[config.mk]
export PLATFORM = sky130hd
export DESIGN_NAME = mine_round_sequencer_flat
export DESIGN_NICKNAME = d
export VERILOG_FILES = /design/src/rtl/mine_pkg.sv /design/src/rtl/mine_round_sequencer_if.sv /design/src/rtl/mine_phase_round_ctr.sv /design/src/rtl/mine_round_sequencer.sv /design/src/flat_wrapper.sv
export SDC_FILE = /design/constraint.sdc
export NUM_CORES = 1
export LEC_CHECK = 0
export BUFFER_PORTS_ARGS = -buffer_cell sky130_fd_sc_hd__buf_4
export CORE_MARGIN = 2
export CORE_UTILIZATION = 35
export DETAILED_ROUTE_END_ITERATION = 10
export PLACE_DENSITY = 0.61
export SETUP_SLACK_MARGIN = 0.15
export SLEW_MARGIN = 30
export SYNTH_ARGS = -nofsm -noshare
export SYNTH_HDL_FRONTEND = slang
export SYNTH_SLANG_ARGS = --single-unit
[constraint.sdc]
create_clock -name clock -period 7.1 [get_ports clock]
set_input_delay 0 -clock clock [delete_from_list [all_inputs] [get_ports clock]]
set_output_delay 0 -clock clock [all_outputs]
set_load 0.01 [all_outputs]
[src/rtl/mine_pkg.sv]
// rtl/mine_pkg.sv - shared state type, default constants and width helpers for the mining round sequencer
package mine_pkg;

    localparam int SHA_ROUNDS  = 64;
    localparam int NONCE_W_DEF = 32;

    typedef enum logic [1:0] {
        IDLE  = 2'd0,
        RUN   = 2'd1,
        CHECK = 2'd2
    } mine_state_e;

    function automatic int ph_w(input int n_phases);
        return (n_phases > 1) ? $clog2(n_phases) : 1;
    endfunction

    function automatic int rd_w(input int n_rounds);
        return (n_rounds > 1) ? $clog2(n_rounds) : 1;
    endfunction

endpackage

[src/rtl/mine_round_sequencer_if.sv]
// rtl/mine_round_sequencer_if.sv - work-loader/datapath bundle for the sequencer; hash_count present with MINE_SEQ_PERF_EN
interface mine_round_sequencer_if #(
    parameter int N_PHASES = 4,
    parameter int N_ROUNDS = mine_pkg::SHA_ROUNDS,
    parameter int NONCE_W  = mine_pkg::NONCE_W_DEF
);
    import mine_pkg::*;

    localparam int PH_W = ph_w(N_PHASES);
    localparam int RD_W = rd_w(N_ROUNDS);

    logic               start;
    logic               abort;
    logic               stall;
    logic [NONCE_W-1:0] nonce_start;
    logic [NONCE_W-1:0] nonce_end;
    logic               found;
    logic [PH_W-1:0]    phase;
    logic [RD_W-1:0]    round;
    logic [NONCE_W-1:0] nonce;
    logic               busy;
    logic               hash_done;
    logic               hit;
    logic               finished;
`ifdef MINE_SEQ_PERF_EN
    logic [31:0]        hash_count;
`endif

    modport master (
        output start, abort, stall, nonce_start, nonce_end, found,
`ifdef MINE_SEQ_PERF_EN
        input  hash_count,
`endif
        input  phase, round, nonce, busy, hash_done, hit, finished
    );

    modport slave (
        input  start, abort, stall, nonce_start, nonce_end, found,
`ifdef MINE_SEQ_PERF_EN
        output hash_count,
`endif
        output phase, round, nonce, busy, hash_done, hit, finished
    );

endinterface

[src/rtl/mine_phase_round_ctr.sv]
// rtl/mine_phase_round_ctr.sv - nested phase-within-round counter with enable, clear and terminal count
module mine_phase_round_ctr
    import mine_pkg::*;
#(
    parameter int N_PHASES = 4,
    parameter int N_ROUNDS = SHA_ROUNDS,
    parameter int PH_W     = ph_w(N_PHASES),
    parameter int RD_W     = rd_w(N_ROUNDS)
) (
    input  logic            clock,
    input  logic            reset,
    input  logic            en,
    input  logic            clr,
    output logic [PH_W-1:0] phase,
    output logic [RD_W-1:0] round,
    output logic            tc
);

    localparam logic [PH_W-1:0] PH_LAST = PH_W'(N_PHASES - 1);
    localparam logic [RD_W-1:0] RD_LAST = RD_W'(N_ROUNDS - 1);

    assign tc = (phase == PH_LAST) && (round == RD_LAST);

    // Explicit wrap keeps non-power-of-two phase/round counts in range.
    always_ff @(posedge clock or posedge reset) begin
        if (reset) begin
            phase <= '0;
            round <= '0;
        end else if (clr) begin
            phase <= '0;
            round <= '0;
        end else if (en) begin
            if (phase == PH_LAST) begin
                phase <= '0;
                round <= (round == RD_LAST) ? '0 : round + RD_W'(1);
            end else begin
                phase <= phase + PH_W'(1);
            end
        end
    end

endmodule

[src/rtl/mine_round_sequencer.sv]
// rtl/mine_round_sequencer.sv - round/phase/nonce sequencer for the mining core; MINE_SEQ_PERF_EN adds hash_count
module mine_round_sequencer
    import mine_pkg::*;
#(
    parameter int N_PHASES = 4,
    parameter int N_ROUNDS = SHA_ROUNDS,
    parameter int NONCE_W  = NONCE_W_DEF
) (
    input  logic                  clock,
    input  logic                  reset,
    mine_round_sequencer_if.slave bus
);

    localparam int PH_W = ph_w(N_PHASES);
    localparam int RD_W = rd_w(N_ROUNDS);

    mine_state_e        state_q, state_d;
    logic [NONCE_W-1:0] nonce_q, end_q;
    logic               hit_q, finished_q;
    logic               hit_d, finished_d;
    logic               load, nonce_inc, hash_done_d;
    logic               ctr_en, ctr_clr, ctr_tc;

    mine_phase_round_ctr #(
        .N_PHASES (N_PHASES),
        .N_ROUNDS (N_ROUNDS),
        .PH_W     (PH_W),
        .RD_W     (RD_W)
    ) u_ctr (
        .clock (clock),
        .reset (reset),
        .en    (ctr_en),
        .clr   (ctr_clr),
        .phase (bus.phase),
        .round (bus.round),
        .tc    (ctr_tc)
    );

    always_ff @(posedge clock or posedge reset) begin
        if (reset) begin
            state_q <= IDLE;
        end else begin
            state_q <= state_d;
        end
    end

    // abort overrides every state, including a start in IDLE.
    always_comb begin
        state_d     = state_q;
        load        = 1'b0;
        nonce_inc   = 1'b0;
        hash_done_d = 1'b0;
        hit_d       = 1'b0;
        finished_d  = 1'b0;
        ctr_en      = 1'b0;
        ctr_clr     = 1'b0;
        if (bus.abort) begin
            state_d = IDLE;
            ctr_clr = 1'b1;
        end else begin
            case (state_q)
                IDLE: begin
                    if (bus.start) begin
                        state_d = RUN;
                        load    = 1'b1;
                        ctr_clr = 1'b1;
                    end
                end
                RUN: begin
                    if (!bus.stall) begin
                        ctr_en = 1'b1;
                        if (ctr_tc) begin
                            hash_done_d = 1'b1;
                            state_d     = CHECK;
                        end
                    end
                end
                CHECK: begin
                    ctr_clr = 1'b1;
                    if (bus.found) begin
                        hit_d      = 1'b1;
                        finished_d = 1'b1;
                        state_d    = IDLE;
                    end else if (nonce_q == end_q) begin
                        finished_d = 1'b1;
                        state_d    = IDLE;
                    end else begin
                        nonce_inc = 1'b1;
                        state_d   = RUN;
                    end
                end
                default: state_d = IDLE;
            endcase
        end
    end

    always_ff @(posedge clock or posedge reset) begin
        if (reset) begin
            nonce_q    <= '0;
            end_q      <= '0;
            hit_q      <= 1'b0;
            finished_q <= 1'b0;
        end else begin
            hit_q      <= hit_d;
            finished_q <= finished_d;
            if (load) begin
                nonce_q <= bus.nonce_start;
                end_q   <= bus.nonce_end;
            end else if (nonce_inc) begin
                nonce_q <= nonce_q + NONCE_W'(1);
            end
        end
    end

`ifdef MINE_SEQ_PERF_EN
    logic [31:0] count_q;

    always_ff @(posedge clock or posedge reset) begin
        if (reset) begin
            count_q <= '0;
        end else if (load) begin
            count_q <= '0;
        end else if (state_q == CHECK && !bus.abort && count_q != '1) begin
            count_q <= count_q + 32'd1;
        end
    end

    assign bus.hash_count = count_q;
`endif

    assign bus.nonce     = nonce_q;
    assign bus.busy      = (state_q != IDLE);
    assign bus.hash_done = hash_done_d;
    assign bus.hit       = hit_q;
    assign bus.finished  = finished_q;

endmodule

[src/flat_wrapper.sv]
// flat-port wrapper written by rule: the top's interface ports become plain ports
module mine_round_sequencer_flat import mine_pkg::*;
#(
    parameter int N_PHASES = 4,
    parameter int N_ROUNDS = SHA_ROUNDS,
    parameter int NONCE_W  = NONCE_W_DEF
)
  (clock, reset, bus_start, bus_abort, bus_stall, bus_nonce_start, bus_nonce_end, bus_found, bus_phase, bus_round, bus_nonce, bus_busy, bus_hash_done, bus_hit, bus_finished);
  mine_round_sequencer_if #(.N_PHASES(N_PHASES), .N_ROUNDS(N_ROUNDS), .NONCE_W(NONCE_W)) bus_i ();
  input  logic clock;
  input  logic reset;
  input wire logic [$bits(bus_i.start)-1:0] bus_start;
  input wire logic [$bits(bus_i.abort)-1:0] bus_abort;
  input wire logic [$bits(bus_i.stall)-1:0] bus_stall;
  input wire logic [$bits(bus_i.nonce_start)-1:0] bus_nonce_start;
  input wire logic [$bits(bus_i.nonce_end)-1:0] bus_nonce_end;
  input wire logic [$bits(bus_i.found)-1:0] bus_found;
  output wire logic [$bits(bus_i.phase)-1:0] bus_phase;
  output wire logic [$bits(bus_i.round)-1:0] bus_round;
  output wire logic [$bits(bus_i.nonce)-1:0] bus_nonce;
  output wire logic [$bits(bus_i.busy)-1:0] bus_busy;
  output wire logic [$bits(bus_i.hash_done)-1:0] bus_hash_done;
  output wire logic [$bits(bus_i.hit)-1:0] bus_hit;
  output wire logic [$bits(bus_i.finished)-1:0] bus_finished;
  assign bus_i.start = bus_start;
  assign bus_i.abort = bus_abort;
  assign bus_i.stall = bus_stall;
  assign bus_i.nonce_start = bus_nonce_start;
  assign bus_i.nonce_end = bus_nonce_end;
  assign bus_i.found = bus_found;
  assign bus_phase = bus_i.phase;
  assign bus_round = bus_i.round;
  assign bus_nonce = bus_i.nonce;
  assign bus_busy = bus_i.busy;
  assign bus_hash_done = bus_i.hash_done;
  assign bus_hit = bus_i.hit;
  assign bus_finished = bus_i.finished;
  mine_round_sequencer #(.N_PHASES(N_PHASES), .N_ROUNDS(N_ROUNDS), .NONCE_W(NONCE_W)) u_core (.clock(clock), .reset(reset), .bus(bus_i));
endmodule
==> results of run 1 <==
-- sequential cells by signal, indices dropped and copies added (netlist names) --
name                 count
u_core.bus.hit           1
u_core.u_ctr.phase       2
u_core.bus.finished      1
u_core.u_ctr.round       6
u_core.end_q            32
u_core.bus.nonce        32
u_core.state_q           2
-- cell type report --
class	instances	area, um2	area share (%)
multi-input cells	365	2110	34.7
flip-flops and latches	76	1900	31.3
repair buffers	186	1570	25.9
clock buffers	12	256	4.22
well taps	143	179	2.94
clock inverters	4	47.5	0.782
inverters	4	15.0	0.247
-- layout by cell type, fill, tap and decap left out, types with 2 or more instances in the layout --
| cell type | netlist | layout |
|---|---|---|
| nand2_1 | 139 | 139 |
| buf_4 | 0 | 119 |
| dfrtp_1 | 76 | 76 |
| dlygate4sd3_1 | 0 | 66 |
| xnor2_1 | 51 | 51 |
| nand3_1 | 25 | 25 |
| nor2_1 | 23 | 23 |
| o21ai_0 | 22 | 22 |
| a211oi_1 | 15 | 15 |
| nand4_1 | 14 | 14 |
| a21oi_1 | 13 | 13 |
| clkbuf_16 | 0 | 9 |
| or4_1 | 8 | 8 |
| a31oi_1 | 7 | 7 |
| mux2i_1 | 4 | 4 |
| and3_1 | 4 | 4 |
| or3_1 | 3 | 3 |
| inv_1 | 4 | 3 |
| o311ai_0 | 3 | 3 |
| o31ai_1 | 3 | 3 |
| ha_1 | 3 | 3 |
| nor4b_2 | 1 | 2 |
| nand3b_1 | 2 | 2 |
| or2_2 | 2 | 2 |
| nor4_2 | 0 | 2 |
| nor3_1 | 2 | 2 |
| clkbuf_8 | 0 | 2 |
| clkinv_2 | 0 | 2 |
-- through the flow --
| stage | instance area (um2) | worst slack (ns) | hold slack [ns] |
|---|---|---|---|
| after floorplan | 4080 | 4.60 | 0.105 |
| after global placement | 5090 | 4.53 | 0.191 |
| after detailed placement | 5120 | 4.48 | 0.171 |
| after CTS | 6080 | 4.47 | 0.0139 |
| after global routing | 6080 | 4.26 | 0.0367 |
| final | 6080 | 4.47 | 0.0104 |
-- routing by layer --
layer	share of wire, %	GRT usage, %	up-vias
met5	0	0	-
met3	4.4	3.92	19
met4	2.2	6.09	0
met1	46	28.2	1920
li1	-	-	1966
met2	47	31.2	102
-- worst max-delay path: cells and delay by family (launching register included) --
kind	cells	cell delay, ns
AND/OR/NAND/NOR	3	0.99
AO/OA/AOI/OAI	2	0.64
flip-flops	1	0.46
adder cells (fa/ha/maj)	1	0.24
XOR/XNOR	1	0.19
-- worst paths after layout --
kind | end | cells after the start | slack (ns)
worst max-delay path | u_core.bus.nonce[28] | 7 | 4.47
worst min-delay path | u_core.u_ctr.round[1] | 4 | 0.01
worst max register to register | u_core.bus.nonce[28] | 7 | 4.47
worst min register to register | u_core.end_q[30] | 2 | 0.50
max in group asynchronous | u_core.bus.nonce[6] | 5 | 6.15
min in group asynchronous | u_core.end_q[27] | 4 | 0.36
-- kinds of logic after synthesis --
| group | count (synthesis) | share of synthesized area, % |
|---|---|---|
| AOI/OAI and AO/OA | 70 | 10.8 |
| muxes | 4 | 0.982 |
| and+or+nand+nor | 236 | 27.0 |
| DFF | 76 | 46.7 |
| xor gates and xnor gates | 52 | 11.2 |
| adders and majority gates | 3 | 0.921 |
| buffers and inverters | 27 | 2.49 |
-- power by group through the flow --
| stage | clock network, mW | registers [mW] | logic [mW] |
|---|---|---|---|
| 2_1_floorplan | 0 | 0.591 | 0.168 |
| 3_3_place_gp | 0 | 0.599 | 0.313 |
| 3_5_place_dp | 0 | 0.602 | 0.316 |
| 4_1_cts | 0.475 | 0.596 | 0.347 |
| 5_1_grt | 0.498 | 0.606 | 0.380 |
| 6_report | 0.468 | 0.596 | 0.345 |
==> flow_summary.toml, run 1 <==
[sta]
finalCriticalPeriod_ns = 2.63
fin_crit_sh_pct = 37.1
setup_tns_ns = 0
finalHoldViolations = 0
grt_setup_unrepaired = "no"
fmax_mhz = 380
fin_skew_ns = 0.00623
slew-limit-headroom_pct = 41.0
setup_viol = 0
finalMaxSlewViolations = 0
worstMarginPinSlew_ns = 0.878

[power]
p_sw_uw = 428
powerDensity_nw_per_um2 = 232
power_frac_seq_pct = 42.3
internal_power_uw = 981
power.share.combinational_pct = 24.5
finalPower_mw = 1.41
ir_drop_uv = 121
p_leak_nw = 2.64
netSwitchingFraction_pct = 30.4
clockPowerShare_pct = 33.2

[yosys]
synth_seq_cells = 76
yosysTopAreaCell = "dfrtp_1"
synth.distinct_cells = 43
synth_warnings = 0
synth_top_area_share_pct = 46.7
async_flop_share_pct = 100
syn_avg_cell_area_um2 = 8.71
synth-main-ff-cell = "dfrtp_1"
synthTopCellsByCount = "nand2_1, dfrtp_1, xnor2_1"
ys_top_cells_by_area = "dfrtp_1, nand2_1, xnor2_1, nand3_1, a211oi_1"
synth_edf_count = 0
syn_inst = 468
syn_nets = 541
syn_area_um2 = 4080
synth.most_common_cell = "nand2_1"
ys_seq_area_share_pct = 46.7

[worst_setup_path]
cp.required_ns = 7.30
worstSetupPathType = "reg2reg"
slowest_delay_ns = 0.59
crit_start = "u_core.bus.nonce[0]"
crit_path_start_kind = "register"
arrival_ns = 2.83
critPathSlowestCell = "nor3_1"
reg2reg_from = "u_core.bus.nonce[0]"
cp-end-kind = "register"
worstPathCellList = "ha_1 > nand2_1 > nor3_1 > nand3_1 > a2111oi_0 > xnor2_1 > o21ai_0"
cp_max_fo = 5

[drt]
via_count = 4007
first_iter_violations = 188
antenna_left = 0
routed_wl_um = 12300
drc_errors = 0
first_pass_iters = 6
via_per_inst = 5.07
routedWlPerCell_um = 15.6

[clock_tree]
cts-root-buf = "clkbuf_16"
clk_pin_slew_ns = 0.06
htree_num_levels = 3
numClockSinks = 76
clockBufferDepth = 2
cts_tree = "yes"
post_cts_resized = 0
numCtsBuffers = 9
insertion_delay_ns = 0.33
cts_setup_buffers = 0
holdBufCountCts = 66

[final_layout]
nNetsFinal = 715
fin_cells = 790
fill_cells = 1048
insertedDiodeCount = 0
finish.utilization_pct = 53.5
layout-drive-gt1-share_pct = 23.0
area_delta_synth_final_pct = 49.2

[place]
placed_cells = 708
post-dp-hpwl_um = 8600
port_buffers = 113
gp_congestion = 0.849

[hold_path]
hp-class = "in2reg"
hp-start = "bus_stall"

[global_routing]
grt_max_degree = 55
antenna_found_initial = 0
grt_pass1_wl_um = 20100
grt_usage_pct = 20.0
grt_pass1_vias = 4015
grt_overflow = 0

[floorplan]
fp-row-count = 39
start_util_pct = 35.9
chipWidth_um = 112
die-area_um2 = 12500
coreArea_um2 = 11400
io_pins = 114
die_h_um = 112

[outcome]
status = "finished clean"

[job]
max-cap-violations = 0
Note: power is estimated with default switching activity, not from simulation.
==> run 2: changes to the inputs <==
--- a/config.mk
+++ b/config.mk
@@ -5,11 +5,12 @@
 export SDC_FILE = /design/constraint.sdc
 export NUM_CORES = 1
 export LEC_CHECK = 0
+export ABC_AREA = 1
 export BUFFER_PORTS_ARGS = -buffer_cell sky130_fd_sc_hd__buf_4
 export CORE_MARGIN = 2
 export CORE_UTILIZATION = 35
 export DETAILED_ROUTE_END_ITERATION = 10
-export PLACE_DENSITY = 0.61
+export PLACE_DENSITY = 0.62
 export SETUP_SLACK_MARGIN = 0.15
 export SLEW_MARGIN = 30
 export SYNTH_ARGS = -nofsm -noshare
==> constraint.sdc (replaced) <==
create_clock -name clock -period 2.2 [get_ports clock]
set_input_delay 0 -clock clock [delete_from_list [all_inputs] [get_ports clock]]
set_output_delay 0 -clock clock [all_outputs]
set_load 0.01 [all_outputs]
==> flow_summary.toml, run 2 <==
[drt]
via_count = 4955
routed_wl_um = 14500
drc_errors = 0
first_iter_violations = 247
via_per_inst = 4.63
routedWlPerCell_um = 13.6
first_pass_iters = 4
antenna_left = 0

[final_layout]
nNetsFinal = 964
layout-drive-gt1-share_pct = 19.3
layout_common_cells = "nand2_1, buf_4, dfrtp_1"
area_delta_synth_final_pct = 44.2
insertedDiodeCount = 0
final_common_cell = "nand2_1"
fill_cells = 1349

[worst_setup_path]
worstSetupPathType = "reg2reg"
crit_path_start_kind = "register"
cp-end-kind = "register"
arrival_ns = 2.12
r2r-end = "u_core.bus.nonce[30]"
cp_max_fo = 16
ff2ff_path_depth = 10
reg2reg_slack_ns = 0.31
cp.required_ns = 2.44
reg2reg_from = "u_core.bus.nonce[4]"

[job]
max-cap-violations = 0

[sta]
setup_viol = 0
grt_setup_unrepaired = "yes"
fin_skew_ns = 0.00976
finalHoldViolations = 0
finalMaxSlewViolations = 0
setup_tns_ns = 0
fin_crit_sh_pct = 85.7
slew-limit-headroom_pct = 56.6
worstMarginPinSlew_ns = 0.650
fmax_mhz = 530
finalCriticalPeriod_ns = 1.89

[power]
ir_drop_uv = 487
p_leak_nw = 3.39
powerDensity_nw_per_um2 = 782
finalPower_mw = 5.39

[yosys]
syn_nets = 778
synth_seq_cells = 76
ys_top_cells_by_area = "dfrtp_1, nand2_1, nand3_1, xnor2_1, nor2_1"
ys_seq_area_share_pct = 39.8
synthTopCellsByCount = "nand2_1, dfrtp_1, nor2_1"
synth-main-ff-cell = "dfrtp_1"
synth_warnings = 0
synth_top_area_share_pct = 39.8
synth.distinct_cells = 35
synth_edf_count = 0
yosysTopAreaCell = "dfrtp_1"
synth.most_common_cell = "nand2_1"
syn_avg_cell_area_um2 = 6.78
syn_inst = 705
async_flop_share_pct = 100
syn_area_um2 = 4780

[place]
post-dp-hpwl_um = 9910
gp_congestion = 0.860
port_buffers = 113

[global_routing]
grt_usage_pct = 20.7
grt_pass1_wl_um = 23800
grt_overflow = 0
grt_max_degree = 49
antenna_found_initial = 0
grt_pass1_vias = 4810

[clock_tree]
clockBufferDepth = 2
cts-root-buf = "clkbuf_16"
htree_num_levels = 3
clk_pin_slew_ns = 0.06
cts_tree = "yes"
numClockSinks = 76
numCtsBuffers = 9
insertion_delay_ns = 0.35

[floorplan]
die_h_um = 121
chipWidth_um = 121
coreArea_um2 = 13300
fp-row-count = 42
die-area_um2 = 14600
io_pins = 114
start_util_pct = 35.9

[hold_path]
whs_path_depth = 5
hp-class = "in2reg"
min_to = "u_core.bus.nonce[10]"
hp-start = "bus_nonce_start[10]"

[outcome]
status = "finished clean"
## run 2: cells by family (layout without fill, tap and decap cells)
kind of cell,after synthesis,count (layout),synth area share [%]
AOI/OAI and AO/OA,35,35,4.22
xor gates and xnor gates,33,33,6.05
adders and majority gates,3,3,0.786
buffers and inverters,65,254,6.05
DFF,76,76,39.8
and+or+nand+nor,493,494,43.1
## run 2: report_power, final
part	internal (mW)	switching (mW)	total [mW]	leakage (nW)
Sequential	1.70	0.380	2.08	0.976
Combinational	0.968	0.935	1.90	2.29
Clock	0.819	0.589	1.41	0.127
Total	3.48	1.90	5.39	3.39
## run 2: metrics by stage
| step | instances | worst slack [ns] | cell area, um2 | util [%] | hold slack (ns) |
|---|---|---|---|---|---|
| global route | 1071 | 0.133 | 6890 | 51.8 | 0.0693 |
| global placement | 987 | 0.288 | 5880 | 44.3 | 0.137 |
| floorplan | 705 | 0.262 | 4780 | - | 0.110 |
| detailed placement | 987 | 0.271 | 5880 | 44.3 | 0.140 |
| finish | 1071 | 0.314 | 6890 | 51.8 | 0.0411 |
| CTS | 1070 | 0.261 | 6840 | 51.5 | 0.0130 |
## run 2: worst max path at each step
stage / startpoint / endpoint / slack [ns] / depth (start not counted)
after floorplan: reset / u_core.bus.finished / 0.26 / 1
after global placement: u_core.bus.nonce[4] / u_core.bus.nonce[5] / 0.29 / 10
after detailed placement: u_core.bus.nonce[4] / u_core.bus.nonce[27] / 0.27 / 10
after CTS: u_core.bus.nonce[4] / u_core.bus.nonce[27] / 0.26 / 10
after global routing: u_core.bus.nonce[4] / u_core.bus.nonce[22] / 0.13 / 10
final: u_core.bus.nonce[4] / u_core.bus.nonce[30] / 0.31 / 10
## run 2: critical path: stages, from the launching register on
cell and delay (ns):
dfrtp_1 0.47, xnor2_1 0.19, nand2_1 0.06, nor2_1 0.15, nand2_1 0.09, nor2_1 0.17, nand2_1 0.13, nand3_4 0.15
nand2_4 0.19, nand2_1 0.12, nand2_1 0.05
## run 2: per-layer routing
layer | vias up | global-route usage [%] | wire length, um | share of wire (%)
li1 | 2589 | - | - | -
met3 | 14 | 5.09 | 623 | 4.3
met4 | 0 | 5.67 | 240 | 1.7
met2 | 114 | 33.4 | 6750 | 46
met1 | 2238 | 27.8 | 6920 | 48
met5 | - | 0 | 0 | 0
## run 2: final cells by class
class | count | area, um2 | share of cell area, %
inverter | 39 | 146 | 2.12
clock buffer | 12 | 256 | 3.72
sequential | 76 | 1910 | 27.7
timing repair buffer | 200 | 1700 | 24.7
clock inverter | 3 | 22.5 | 0.327
tap | 176 | 220 | 3.20
multi-input combinational | 565 | 2630 | 38.2
## run 2: timing repair
item	4_1_cts	5_1_grt
hold buffers	68	0
buffers inserted	0	0
endpoints found under the setup margin	0	35
gates resized for setup	0	11
endpoints found under the hold margin	95	0
